[src/rtl/mux8way16_sync.sv]
// 8-way, WIDTH-bit multiplexer built as a three-level 2:1 tree, with the result captured in an enabled output register.
// Define MUX8WAY16_COMB_OUT_EN to add out_comb, the unregistered tree output.
module mux8way16_sync #(
    parameter int WIDTH = 16
) (
    input  logic             clk,
    input  logic             reset,
    input  logic             en,
    input  logic [WIDTH-1:0] a,
    input  logic [WIDTH-1:0] b,
    input  logic [WIDTH-1:0] c,
    input  logic [WIDTH-1:0] d,
    input  logic [WIDTH-1:0] e,
    input  logic [WIDTH-1:0] f,
    input  logic [WIDTH-1:0] g,
    input  logic [WIDTH-1:0] h,
    input  logic [2:0]       sel,
`ifdef MUX8WAY16_COMB_OUT_EN
    output logic [WIDTH-1:0] out_comb,
`endif
    output logic [WIDTH-1:0] out,
    output logic             out_valid
);

    logic [WIDTH-1:0] w_ab, w_cd, w_ef, w_gh;
    logic [WIDTH-1:0] w_abcd, w_efgh;
    logic [WIDTH-1:0] w_mux;
    logic [WIDTH-1:0] r_out;
    logic             r_out_valid;

    // Level 1 uses sel[0], level 2 uses sel[1], and level 3 uses sel[2].
    assign w_ab   = sel[0] ? b : a;
    assign w_cd   = sel[0] ? d : c;
    assign w_ef   = sel[0] ? f : e;
    assign w_gh   = sel[0] ? h : g;
    assign w_abcd = sel[1] ? w_cd : w_ab;
    assign w_efgh = sel[1] ? w_gh : w_ef;
    assign w_mux  = sel[2] ? w_efgh : w_abcd;

    always_ff @(posedge clk) begin
        if (reset) begin
            r_out       <= '0;
            r_out_valid <= 1'b0;
        end else if (en) begin
            r_out       <= w_mux;
            r_out_valid <= 1'b1;
        end else begin
            r_out_valid <= 1'b0;
        end
    end

    assign out       = r_out;
    assign out_valid = r_out_valid;

`ifdef MUX8WAY16_COMB_OUT_EN
    assign out_comb = w_mux;
`endif

endmodule

[config.mk]
export PLATFORM = sky130hd
export DESIGN_NAME = mux8way16_sync
export DESIGN_NICKNAME = d
export VERILOG_FILES = /design/src/rtl/mux8way16_sync.sv
export SDC_FILE = /design/constraint.sdc
export NUM_CORES = 1
export LEC_CHECK = 0
export ABC_CLOCK_PERIOD_IN_PS = 2600
export CORE_MARGIN = 2
export CORE_UTILIZATION = 34
export DETAILED_ROUTE_END_ITERATION = 16
export PLACE_DENSITY = 0.95
export SETUP_SLACK_MARGIN = 0.02
export SLEW_MARGIN = 20
export SYNTH_ARGS = -nofsm -noshare
export SYNTH_HDL_FRONTEND = slang
export SYNTH_SLANG_ARGS = --single-unit
[constraint.sdc]
create_clock -name clk -period 2.6 [get_ports clk]
set_clock_uncertainty 0.15 [all_clocks]
set_input_delay 0.52 -clock clk [delete_from_list [all_inputs] [get_ports clk]]
set_output_delay 0.52 -clock clk [all_outputs]
set_load 0.1 [all_outputs]
==> impl_metrics.json <==
{
  "arrival_ps": 2100,
  "cts_tree": "yes",
  "yosys_warnings": 0,
  "clkSinkCount": 17,
  "holdWs_ps": 338.5,
  "ant_nets": 0,
  "crit_fanout": 9,
  "rows": 25,
  "outcome": "completed",
  "startpoint_type": "input pin",
  "drc": 0,
  "critPathRequiredTime_ps": 2560,
  "final-setup-viol-count": 0,
  "area_growth_pct": 87.69,
  "clkLatencyLatePin_ps": 240,
  "cts_buffers": 3,
  "synth_area_um2": 1708,
  "grt_start_max_net_pins": 41,
  "grt.total_usage_pct": 23.13,
  "r2r_setup_slack_ps": 1750,
  "dr.pass1.iters": 4,
  "nets": 446,
  "cts.clk_slew.worst_paths_ps": 60,
  "synth_top_family_by_area": "multiplexers",
  "ir_drop_uv": 209.3,
  "ys_ff_latch": 17,
  "syn_area_per_cell_um2": 10.11,
  "hold_viol": 0,
  "fillCellCount": 383,
  "drv_slew": 0,
  "start_util_pct": 35.69,
  "post-route-min-period_ps": 2133,
  "synth-compound-area-share_pct": 25.49,
  "grt_overflow": 0,
  "final_common_cell": "clkdlybuf4s50_1",
  "yosys.area_share.adder_pct": 0,
  "coreArea_um2": 4786,
  "portBuffers": 150,
  "path_class": "in -> reg",
  "via_per_inst": 5.206,
  "die_w_um": 74.88,
  "rsz0062_at_grt": "false",
  "max_slew_margin_pct": 53.68,
  "yosys.area_share.simple_pct": 5.055,
  "powerDensity_nw_per_um2": 348.9,
  "fin_util_pct": 66.98,
  "final_cell_mix": "132 x clkdlybuf4s50_1, 32 x mux2i_1, 32 x mux2_2, 22 x buf_4, 17 x dfxtp_1",
  "critPathLaunch": "sel[1]",
  "setup-tns-final_ps": 0,
  "synth_cell_type_count": 20,
  "synthMuxAreaShare_pct": 39.85,
  "synth-xor-area-share_pct": 0,
  "post_cts_buffers": 0,
  "io-pin-count": 151,
  "dieHeight_um": 74.88,
  "drive_gt1_share_pct": 23.15,
  "syn_nets": 303,
  "finalCritPeriodShare_pct": 82.03,
  "grt_pass1_vias": 2061,
  "antennaDiodeCount": 0,
  "dp_hpwl_mm": 5.423,
  "maxCapViolCount": 0,
  "dieArea_um2": 5606,
  "power.total_mw": 1.118,
  "ctsResizeCount": 0,
  "grt_pass1_wl_mm": 9.894,
  "min-delay-start": "out[1]",
  "synthCells": 169,
  "cts_root_buffer": "clkbuf_8",
  "cts_htree_levels": 1,
  "num_vias": 1968,
  "worstSetupEndpointType": "register",
  "p_leak_nw": 1.269,
  "postRouteWirelength_mm": 6.531,
  "tightest_slew_ps": 694.0,
  "wire_per_inst_um": 17.28,
  "r2r_start": "out[13]",
  "fmax_ghz": 0.4689,
  "hold_class": "reg -> reg",
  "grt_antenna_before_repair": 0,
  "seq_area_frac_synth_pct": 19.93,
  "gp_congestion": 0.7819,
  "drtIter0Drc": 124,
  "cts.path.max_buffers": 2,
  "holdBufCountCts": 0
}
-- final cells by class --
type / instances / area, µm² / area share (%)
timing repair buffer: 157 / 1531 / 47.78
multi-input combinational: 133 / 1205 / 37.59
clock buffer: 4 / 45.04 / 1.405
sequential: 17 / 340.3 / 10.62
tap: 67 / 83.83 / 2.615
-- synthesized netlist by cell type, drive strengths merged --
cell,n,area share [%]
clkbuf,10,2.3
mux2i,32,19
o22ai,13,4.8
nor2,17,3.7
dfxtp,17,20
a221o,13,7.6
nand2,1,0.22
buf,9,7.4
o221ai,3,1.5
mux2,32,21
a22oi,3,1.3
nor2b,2,0.73
nand2b,1,0.37
a211oi,16,10
-- logic make-up after synthesis --
| family | Yosys count |
|---|---|
| compound gates | 48 |
| mux | 64 |
| flops | 17 |
| buf+inv | 19 |
| simple gates | 21 |
-- through the flow --
| step | cells | instance area [µm²] | setup slack (ps) |
|---|---|---|---|
| global placement | 374 | 3158 | 185.4 |
| global route | 378 | 3206 | 354.4 |
| detailed placement | 374 | 3158 | 83.24 |
| finish | 378 | 3206 | 467.3 |
| floorplan | 169 | 1708 | 800.1 |
| CTS | 378 | 3203 | 342.1 |
-- state kept, by name, summed over array words and instances (netlist names) --
signal,count
out_valid,1
out,16
-- path summary, 6_finish.rpt --
check,to,cells past startpoint
min,out[1],2
max,out[9],5
min reg2reg,out[1],2
max reg2reg,out[13],2
-- worst max-delay path, stage by stage --
cell and delay, ps:
clkdlybuf4s50_1 520, nor2b_1 510, buf_4 280, a221o_1 190, a211oi_2 70
-- power breakdown --
part	internal (mW)	leakage (nW)	switching, mW
clock network	0.108	0.0228	0.0822
logic	0.317	1.10	0.316
registers	0.283	0.142	0.0121
-- metal layers --
layer  share of wire [%]  global-route usage [%]
met5                   0                       0
met4                0.75                   7.143
met3                 7.4                   5.489
met2                  53                   40.16
met1                  39                   28.22
Note: power is estimated with default switching activity, not from simulation.
